==> src/rtl/perf_sampler_pkg.sv <==
// Shared types and constants for the performance-counter sampler.
// Counter-bank geometry and the sample record layout live here.
package perf_sampler_pkg;

  localparam int unsigned XLEN           = 64;
  localparam int unsigned MHPMCounterNum = 6;

  localparam logic [11:0] CSR_MHPM_COUNTER_3  = 12'hB03;
  localparam logic [11:0] CSR_MHPM_COUNTER_3H = 12'hB83;

  typedef struct packed {
    logic [4:0]  idx;
    logic [15:0] seq;
    logic [63:0] data;
  } perf_sample_t;

  typedef enum logic [1:0] {
    IDLE  = 2'd0,
    RD_LO = 2'd1,
    RD_HI = 2'd2,
    CLR   = 2'd3
  } sampler_state_e;

endpackage

==> src/rtl/perf_sampler_fifo.sv <==
// Sample FIFO: power-of-two depth, show-ahead head, push accepted when full
// if a pop happens in the same cycle.
module perf_sampler_fifo #(
  parameter int unsigned Depth = 8,
  parameter int unsigned Width = 85
) (
  input  logic             clk_i,
  input  logic             rst_ni,
  input  logic             push_i,
  input  logic [Width-1:0] data_i,
  input  logic             pop_i,
  output logic [Width-1:0] data_o,
  output logic             full_o,
  output logic             empty_o
);

  localparam int unsigned AddrW = $clog2(Depth);
  localparam logic [AddrW:0] FullCnt = (AddrW + 1)'(Depth);

  logic [Width-1:0] mem_q [Depth];
  logic [AddrW-1:0] wr_ptr_q, rd_ptr_q;
  logic [AddrW:0]   count_q;
  logic             do_push, do_pop;

  assign full_o  = (count_q == FullCnt);
  assign empty_o = (count_q == '0);
  assign do_pop  = pop_i && !empty_o;
  assign do_push = push_i && (!full_o || do_pop);
  assign data_o  = mem_q[rd_ptr_q];

  always_ff @(posedge clk_i or negedge rst_ni) begin
    if (!rst_ni) begin
      wr_ptr_q <= '0;
      rd_ptr_q <= '0;
      count_q  <= '0;
    end else begin
      if (do_push) wr_ptr_q <= wr_ptr_q + AddrW'(1);
      if (do_pop)  rd_ptr_q <= rd_ptr_q + AddrW'(1);
      if (do_push && !do_pop)      count_q <= count_q + (AddrW + 1)'(1);
      else if (!do_push && do_pop) count_q <= count_q - (AddrW + 1)'(1);
    end
  end

  // Storage needs no reset: emptiness is tracked by count_q alone.
  always_ff @(posedge clk_i) begin
    if (do_push) mem_q[wr_ptr_q] <= data_i;
  end

endmodule

==> src/rtl/perf_sampler.sv <==
// Periodic / triggered scanner of the mhpmcounter bank into a sample FIFO.
// Optional clear-on-read (delta sampling) with PERF_SAMPLER_CLEAR_ON_READ_EN.
//
// state | meaning
// IDLE  | waiting for a pending scan request
// RD_LO | addressing counter idx (low word, or full word when XLEN=64)
// RD_HI | addressing the high word of counter idx (XLEN=32 only)
// CLR   | writing zero back to the counter just captured
module perf_sampler
  import perf_sampler_pkg::*;
#(
  parameter int unsigned NumCounters = MHPMCounterNum,
  parameter int unsigned FifoDepth   = 8
) (
  input  logic                   clk_i,
  input  logic                   rst_ni,
  input  logic                   debug_mode_i,
  input  logic                   cfg_en_i,
  input  logic [31:0]            cfg_period_i,
  input  logic [NumCounters-1:0] cfg_mask_i,
  input  logic                   trigger_i,
  input  logic                   overflow_clr_i,
  output logic [11:0]            perf_addr_o,
  output logic                   perf_we_o,
  output logic [XLEN-1:0]        perf_data_o,
  input  logic [XLEN-1:0]        perf_data_i,
  output logic                   sample_valid_o,
  input  logic                   sample_ready_i,
  output logic [4:0]             sample_idx_o,
  output logic [15:0]            sample_seq_o,
  output logic [63:0]            sample_data_o,
  output logic                   busy_o,
  output logic                   overflow_o
);

`ifdef PERF_SAMPLER_CLEAR_ON_READ_EN
  localparam bit ClearOnRead = 1'b1;
`else
  localparam bit ClearOnRead = 1'b0;
`endif

  sampler_state_e state_q;
  logic [4:0]     idx_q;
  logic [15:0]    seq_q;
  logic [31:0]    timer_q;
  logic           pending_q, overflow_q;
  logic [31:0]    mask_ext;
  logic           mask_hit, last_idx, idx_done, clr_hi;
  logic           timer_expire, timer_reload, start_scan;
  logic           push, pop, drop, fifo_full, fifo_empty;
  logic [63:0]    capture;
  perf_sample_t   push_data, head;

  assign mask_ext = 32'(cfg_mask_i);
  assign mask_hit = mask_ext[idx_q];
  assign last_idx = (idx_q == 5'(NumCounters - 1));

  assign timer_expire = cfg_en_i && (cfg_period_i != '0) && !debug_mode_i &&
                        (timer_q == 32'd1);
  // A zero count while enabled would otherwise underflow into a ~2^32 wait.
  assign timer_reload = !cfg_en_i || (cfg_period_i == '0) || (timer_q == '0) ||
                        timer_expire;
  assign start_scan   = (state_q == IDLE) && pending_q;

  if (XLEN == 64) begin : g_x64
    assign capture = 64'(perf_data_i);
    assign push    = (state_q == RD_LO) && mask_hit;
  end else begin : g_x32
    logic [31:0] lo_q;
    always_ff @(posedge clk_i or negedge rst_ni) begin
      if (!rst_ni)                               lo_q <= '0;
      else if ((state_q == RD_LO) && mask_hit)   lo_q <= perf_data_i[31:0];
    end
    assign capture = {perf_data_i[31:0], lo_q};
    assign push    = (state_q == RD_HI);
  end

`ifdef PERF_SAMPLER_CLEAR_ON_READ_EN
  logic clr_hi_q;
  // Second CLR cycle (XLEN=32) targets the high half of the counter.
  always_ff @(posedge clk_i or negedge rst_ni) begin
    if (!rst_ni) clr_hi_q <= 1'b0;
    else         clr_hi_q <= (state_q == CLR) && !clr_hi_q && (XLEN == 32);
  end
  assign clr_hi    = clr_hi_q;
  assign perf_we_o = (state_q == CLR);
`else
  assign clr_hi    = 1'b0;
  assign perf_we_o = 1'b0;
`endif
  assign perf_data_o = '0;

  always_comb begin
    perf_addr_o = CSR_MHPM_COUNTER_3 + 12'(idx_q);
    if ((state_q == RD_HI) || ((state_q == CLR) && clr_hi))
      perf_addr_o = CSR_MHPM_COUNTER_3H + 12'(idx_q);
  end

  // idx_done marks the final cycle spent on the current index.
  always_comb begin
    idx_done = 1'b0;
    case (state_q)
      RD_LO:   idx_done = !mask_hit || ((XLEN == 64) && !ClearOnRead);
      RD_HI:   idx_done = !ClearOnRead;
      CLR:     idx_done = (XLEN == 64) || clr_hi;
      default: idx_done = 1'b0;
    endcase
  end

  always_ff @(posedge clk_i or negedge rst_ni) begin
    if (!rst_ni) begin
      state_q    <= IDLE;
      idx_q      <= '0;
      seq_q      <= '0;
      timer_q    <= '0;
      pending_q  <= 1'b0;
      overflow_q <= 1'b0;
    end else begin
      if (timer_reload)       timer_q <= cfg_period_i;
      else if (!debug_mode_i) timer_q <= timer_q - 32'd1;

      pending_q <= (pending_q && !start_scan) || trigger_i || timer_expire;

      if (drop)                overflow_q <= 1'b1;
      else if (overflow_clr_i) overflow_q <= 1'b0;

      if (start_scan) begin
        state_q <= RD_LO;
        idx_q   <= '0;
      end else if (idx_done) begin
        if (last_idx) begin
          state_q <= IDLE;
          idx_q   <= '0;
          seq_q   <= seq_q + 16'd1;
        end else begin
          state_q <= RD_LO;
          idx_q   <= idx_q + 5'd1;
        end
      end else begin
        case (state_q)
          RD_LO:   state_q <= (XLEN == 32) ? RD_HI : CLR;
          RD_HI:   state_q <= CLR;
          default: state_q <= state_q;
        endcase
      end
    end
  end

  assign push_data = '{idx: idx_q, seq: seq_q, data: capture};
  assign pop       = sample_valid_o && sample_ready_i;
  assign drop      = push && fifo_full && !pop;

  perf_sampler_fifo #(
    .Depth (FifoDepth),
    .Width ($bits(perf_sample_t))
  ) i_fifo (
    .clk_i   (clk_i),
    .rst_ni  (rst_ni),
    .push_i  (push),
    .data_i  (push_data),
    .pop_i   (pop),
    .data_o  (head),
    .full_o  (fifo_full),
    .empty_o (fifo_empty)
  );

  assign sample_valid_o = !fifo_empty;
  assign sample_idx_o   = head.idx;
  assign sample_seq_o   = head.seq;
  assign sample_data_o  = head.data;
  assign busy_o         = (state_q != IDLE);
  assign overflow_o     = overflow_q;

endmodule
==> config.mk <==
export PLATFORM = sky130hd
export DESIGN_NAME = perf_sampler
export DESIGN_NICKNAME = d
export VERILOG_FILES = /design/src/rtl/perf_sampler_pkg.sv /design/src/rtl/perf_sampler_fifo.sv /design/src/rtl/perf_sampler.sv
export SDC_FILE = /design/constraint.sdc
export NUM_CORES = 1
export LEC_CHECK = 0
export CORE_UTILIZATION = 57
export DETAILED_ROUTE_END_ITERATION = 6
export PLACE_DENSITY = 0.79
export SETUP_SLACK_MARGIN = 0.02
export SLEW_MARGIN = 20
export SYNTH_ARGS = -nofsm -noshare
export SYNTH_HDL_FRONTEND = slang
export SYNTH_SLANG_ARGS = --single-unit
==> constraint.sdc <==
create_clock -name clk_i -period 9.55 [get_ports clk_i]
set_clock_uncertainty 0.15 [all_clocks]
set_input_delay 1.4325 -clock clk_i [delete_from_list [all_inputs] [get_ports clk_i]]
set_output_delay 1.4325 -clock clk_i [all_outputs]
set_load 0.005 [all_outputs]
==> run metrics, run 1 <==
# H-tree levels 3; CP cell instances buf_4 -> mux4_2 -> mux2_2 -> clkdlybuf4s50_1; TritonRoute pass-1 iters 5; Int Power 7120 µW; Port Buffer Count 203; leakage power 0.0114 µW; fraction of the cycle the final worst path needs 56.0%; Gate power share 28.0%; sequential area share after synthesis 74.0%; I/O pin count 274; most frequent cells in the layout edfxtp_1, clkdlybuf4s50_1, mux4_2; Avg Cell Area, Syn 21.3 µm²; GP Congestion 0.734; Slew Viols, Final 0; Post-CTS Resized 0; Cell Count, Final, Fillers Out 2390; DP HPWL 32000 µm; Residual DRC 0; Critical Path AT 3.77 ns; Post-CTS Setup Inserts 0; Sinks on Clock Net 747; Synth Area in Compound Gates 0.478%; Hold EP i_fifo.wr_ptr_q[2]; Vert. Die Dim 231 µm; max-capacitance violation count 0; R2R cell count 6; RSZ-0062 raised after global routing no; Synth cell types 49; Post-synth ARST share 8.97%; Net Sw Frac 26.6%; mux contribution to synthesized area 17.9%; Hold Path Class reg -> reg; Crit. End Element output port; CTS Hold Bufs 0; FF-to-FF End i_fifo.mem_q[2][70]; maximum clock rate 0.187 GHz; final WL 59300 µm; HP Start i_fifo.wr_ptr_q[2]; Critical-path top delay cell buf_4; antenna-violating nets left 0; kind of critical path reg -> out; NetSw 2580 µW; startpoint types flip-flop; largest net degree at the start of global routing 94; final hold slack 0.350 ns; sum of negative setup slack 0 ns; register bit total from synthesis 747; Nets 1772; synth warn 0; Worst-path clk slew 0.06 ns; Core ar. 51500 µm²; status finished clean; average wire per standard cell 24.8 µm; Simple-Gate Fraction of Synth Area 2.57%; main flop type after synthesis edfxtp_1; TritonCTS clock tree done; Worst-Skew Late Latency 0.60 ns; global-route wire length before repair 90500 µm; Slowest Stage Delay on Critical Path 0.96 ns; Synth-to-Final Area Change 16.7%; layout cells sized above 1 25.7%; CP Data Required Time 7.97 ns; vias 14200; placed insts 2253; Flop pwr share 42.9%; number of CTS-inserted buffers 75; GRT Overall Usage 23.0%; clock power share 29.1%; Tmin final 5.35 ns; clock buffer depth 3; initial antenna violation count 0; number of flops mapped to enable cells by yosys 680; total die area 53300 µm²; cell count after synthesis 1404; R2R Setup Slk 5.17 ns; total chip power 9700 µW; clock root cell clkbuf_16; Slew @ Worst Pin 1.08 ns; placement row count 83; Post-Synth XOR/XNOR Area 1.67%; Final Hold Viols 0; commonest non-fill, non-tap cell in the layout edfxtp_1; reg2reg start idx_q[4]; PD cells 279 nW/µm²; Initial Util 57.9%; largest family of logic cells by synthesized area multiplexers; adder-cell share of the synthesized area 0.570%; worst hold path depth 1; peak supply drop 219 µV; Via density 5.96; vias in the first global route 14900; DRT iter0 DRCs 1134; die width 231 µm; Worst slew margin 28.2%; Finish-stage setup viols 0; grt total ovfl 0; mapped cell area 29800 µm²; worst-path fanout max 74
==> how the worst max path moves through the flow <==
| stage | from | to | cells past startpoint |
|---|---|---|---|
| 6_report | i_fifo.rd_ptr_q[1] | sample_data_o[45] | 4 |
| 3_5_place_dp | cfg_mask_i[1] | i_fifo.mem_q[2][82] | 7 |
| 3_3_place_gp | cfg_mask_i[1] | i_fifo.mem_q[2][80] | 7 |
| 5_1_grt | i_fifo.rd_ptr_q[0] | sample_idx_o[0] | 4 |
| 4_1_cts | i_fifo.rd_ptr_q[0] | sample_idx_o[0] | 4 |
| 2_1_floorplan | cfg_mask_i[1] | i_fifo.mem_q[6][0] | 5 |
==> Yosys cell counts (all sizes together), types with 10 or more instances <==
cell,count,area (µm²)
clkbuf,29,109
inv,10,37.5
nand2,25,93.8
buf,100,672
nor4,16,130
mux2,122,1490
mux4,171,3850
ha,12,150
dfrtp,67,1680
xnor2,45,394
nand4,14,87.6
xor2,12,105
edfxtp,680,20400
nor2,20,75.1
o21ai,11,55.1
==> final cells by class <==
class                           count  area (µm²)
Inverter                           10        37.5
Fill cell                        3197       16700
Antenna cell                        3        7.51
Clock buffer                      103        2110
Multi-Input combinational cell    587        7230
Tap cell                          680         851
Sequential cell                   747       22100
Clock inverter                     31         256
Timing Repair Buffer              229        2230
==> state kept, by name, summed over array words and instances, names as in the netlist <==
name             cells
idx_q                5
seq_q               16
pending_q            1
state_q              2
i_fifo.wr_ptr_q      3
timer_q             32
i_fifo.mem_q       680
overflow_o           1
i_fifo.count_q       4
i_fifo.rd_ptr_q      3
==> through the flow <==
step	setup WS [ns]	utilization (%)	area, µm²
after global routing	3.94	67.6	34800
after detailed placement	4.21	63.0	32500
after floorplan	0.347	-	30100
after global placement	4.25	63.0	32500
final	4.20	67.6	34800
after CTS	4.08	67.6	34800
==> logic make-up after synthesis <==
family | after synthesis
other | 2
buffers and inverters | 139
AND/OR/NAND/NOR | 131
multiplexers | 293
flip-flops | 747
AO/OA/AOI/OAI | 22
XOR/XNOR | 57
adder cells (fa/ha/maj) | 13
==> power by group through the flow <==
stage / clock network, µW / logic (µW) / registers, µW
after floorplan: 0 / 1740 / 4060
after global placement: 0 / 2710 / 4200
after detailed placement: 0 / 2730 / 4230
after CTS: 2870 / 2760 / 4160
after global routing: 2990 / 2900 / 4200
final: 2820 / 2720 / 4160
==> worst max-delay path, delay by kind of cell (launching register included) <==
family	cells	cell delay, ns
multiplexers	2	0.71
buffers and inverters	2	1.46
flip-flops	1	0.95
==> routing by layer <==
| layer | routed length [µm] | vias to the layer above | track usage, % |
|---|---|---|---|
| li1 | - | 6082 | - |
| met1 | 24200 | 7539 | 31.8 |
| met2 | 29900 | 527 | 37.9 |
| met3 | 4000 | 87 | 3.94 |
| met4 | 1170 | 0 | 6.85 |
| met5 | 0 | - | 0 |
(Power assumes the default switching activity.)
==> run 2: changes to the inputs <==
==> constraint.sdc (replaced) <==
create_clock -name clk_i -period 5.2 [get_ports clk_i]
set_clock_uncertainty 0.15 [all_clocks]
set_input_delay 0.78 -clock clk_i [delete_from_list [all_inputs] [get_ports clk_i]]
set_output_delay 0.78 -clock clk_i [all_outputs]
set_load 0.005 [all_outputs]
==> run metrics, run 2 (same netlist as run 1, synthesis figures left out) <==
worst-path fanout max 46 (-38%); Hold Path Class in -> async; area of placed instances 32700 µm² (+0.72%); CTS Hold Bufs 0 (unchanged); most frequent cells in the layout edfxtp_1, clkdlybuf4s50_1, mux4_2; average wire per standard cell 24.5 µm (-1.4%); Tmin final 4.18 ns; FF-to-FF End i_fifo.count_q[3]; I/O pin count 274 (unchanged); fraction of the cycle the final worst path needs 80.3%; Worst-path clk slew 0.06 ns (about the same); Setup WS post-layout 1.02 ns (-3.18 ns); dpl ws 1.43 ns (-2.79 ns); R2R Setup Slk 1.81 ns (-3.36 ns); busiest layer in global routing met2; clock buffer depth 3 (unchanged); critical path launch point i_fifo.rd_ptr_q[0]; startpoint types flip-flop; sum of negative setup slack 0 ns (unchanged); Top reg by flops i_fifo.mem_q; PD cells 511 nW/µm² (+83%); FF/Latch Area 22100 µm² (unchanged); total chip power 17900 µW (+85%); GP Congestion 0.781 (+6.5%); Port Buffer Count 203 (unchanged); global-route wire length before repair 89100 µm (-1.5%); NetSw 4740 µW (+84%); Post-CTS Setup Inserts 0 (unchanged); met3 global-route usage 4.71% (+0.77 points); Net Sw Frac 26.4% (-0.14 points); vias in the first global route 15000 (+0.50%); Flop pwr share 42.3% (-0.6 points); clock root cell clkbuf_16; GRT Overall Usage 22.5% (-0.51 points); TritonCTS clock tree done; Final Util 68.1% (+0.47 points); total die area 53300 µm² (unchanged); CP Data Required Time 4.27 ns (-3.70 ns); Int Power 13200 µW (+85%); Post-CTS Resized 0 (unchanged); antenna-violating nets left 0 (unchanged); grt total ovfl 0 (unchanged); multi-input combinational cell area 7270 µm² (+0.52%); number of CTS-inserted buffers 76 (+1.3%); RSZ-0062 raised after global routing no; Crit. End Element output port; reg2reg start idx_q[0]; Worst Setup EP sample_data_o[0]; met1 usage in global routing 30.2% (-1.6 points); die width 231 µm (unchanged); Vert. Die Dim 231 µm (unchanged); kind of critical path reg -> out; leakage power 0.0115 µW (+0.78%); Final Hold Viols 0 (unchanged); clock power share 29.1% (about the same); Layout fillers 3177 (-0.63%); placement row count 83 (unchanged); final WL 58500 µm (-1.4%); biggest regs i_fifo.mem_q: 680 flops, timer_q: 32 flops, seq_q: 16 flops; Initial Util 57.9% (unchanged); maximum clock rate 0.239 GHz; met2 usage 37.7% (-0.23 points); peak supply drop 282 µV (+28%); Gate power share 28.7% (+0.7 points); status finished clean; Core ar. 51500 µm² (unchanged); layout cells sized above 1 25.9% (+0.22 points); Finish-stage setup viols 0 (unchanged); largest net degree at the start of global routing 86 (-8.5%); # H-tree levels 3 (unchanged); commonest non-fill, non-tap cell in the layout edfxtp_1; Sinks on Clock Net 747 (unchanged); initial antenna violation count 3 (+3); fin area 35100 µm² (+0.70%); DRT iter0 DRCs 1135 (+0.088%); Largest register FFs 680 (unchanged); Worst-Skew Late Latency 0.59 ns (about the same); Nets 1778 (+0.34%); Worst slew margin 35.8% (+7.6 points); max-capacitance violation count 0 (unchanged); R2R cell count 11 (+5); Synth-to-Final Area Change 17.5%; Slew @ Worst Pin 0.954 ns (-0.123 ns); Slew Viols, Final 0 (unchanged); Critical Path AT 3.25 ns (-0.52 ns); Residual DRC 0 (unchanged); vias 14100 (-1.3%); TritonRoute pass-1 iters 5 (unchanged); Via density 5.88 (-1.3%); DP HPWL 32000 µm (-0.24%)
## run 2: cell count changes in the layout (fill, tap and decap cells not counted), sizes merged
| cell | change |
|---|---|
| bufinv | +1 |
| clkbuf | -4 |
| diode | -1 |
| inv | +1 |
| clkinvlp | +1 |
| clkinv | -3 |
| buf | +5 |
## run 2: layout make-up
cell class              count  share of cell area [%]
well taps                 680                    2.43
repair buffers            234                    6.93
clock buffers              99                    5.96
inverters                  10                   0.107
clock inverters            31                   0.806
multi-input cells         587                    20.7
diodes                      2                  0.0143
flip-flops and latches    747                    63.0
## run 2: metrics by stage
stage	instances	hold slack (ns)
after floorplan	1473	0.306
after global placement	2257	0.332
after detailed placement	2258	0.340
after CTS	2388	0.247
after global routing	2388	0.0912
final	2390	0.0499
## run 2: worst min path at each step
stage                        endpoint  slack (ns)
after floorplan             pending_q        0.31
after global placement      pending_q        0.33
after detailed placement    pending_q        0.34
after CTS                 timer_q[23]        0.25
after global routing      timer_q[17]        0.09
final                     timer_q[18]        0.05
## run 2: routing by layer
layer / wire length (µm) / vias up
li1: - / 6081
met1: 23500 / 7425
met4: 1050 / 4
met2: 29900 / 457
met5: 32 / -
met3: 4060 / 83
## run 2: worst max-delay path, stage by stage, from the launching register on
cell and delay (ns):
dfrtp_4 0.80, buf_12 0.42, mux4_2 0.56, mux2_2 0.29, clkdlybuf4s50_1 0.55
## run 2: power groups by stage
stage               sequential [µW]  combinational (µW)  clock (µW)
floorplan                      7420                3220           0
global placement               7660                5120           0
detailed placement             7700                5160           0
CTS                            7580                5240        5300
global route                   7640                5480        5520
finish                         7570                5140        5210
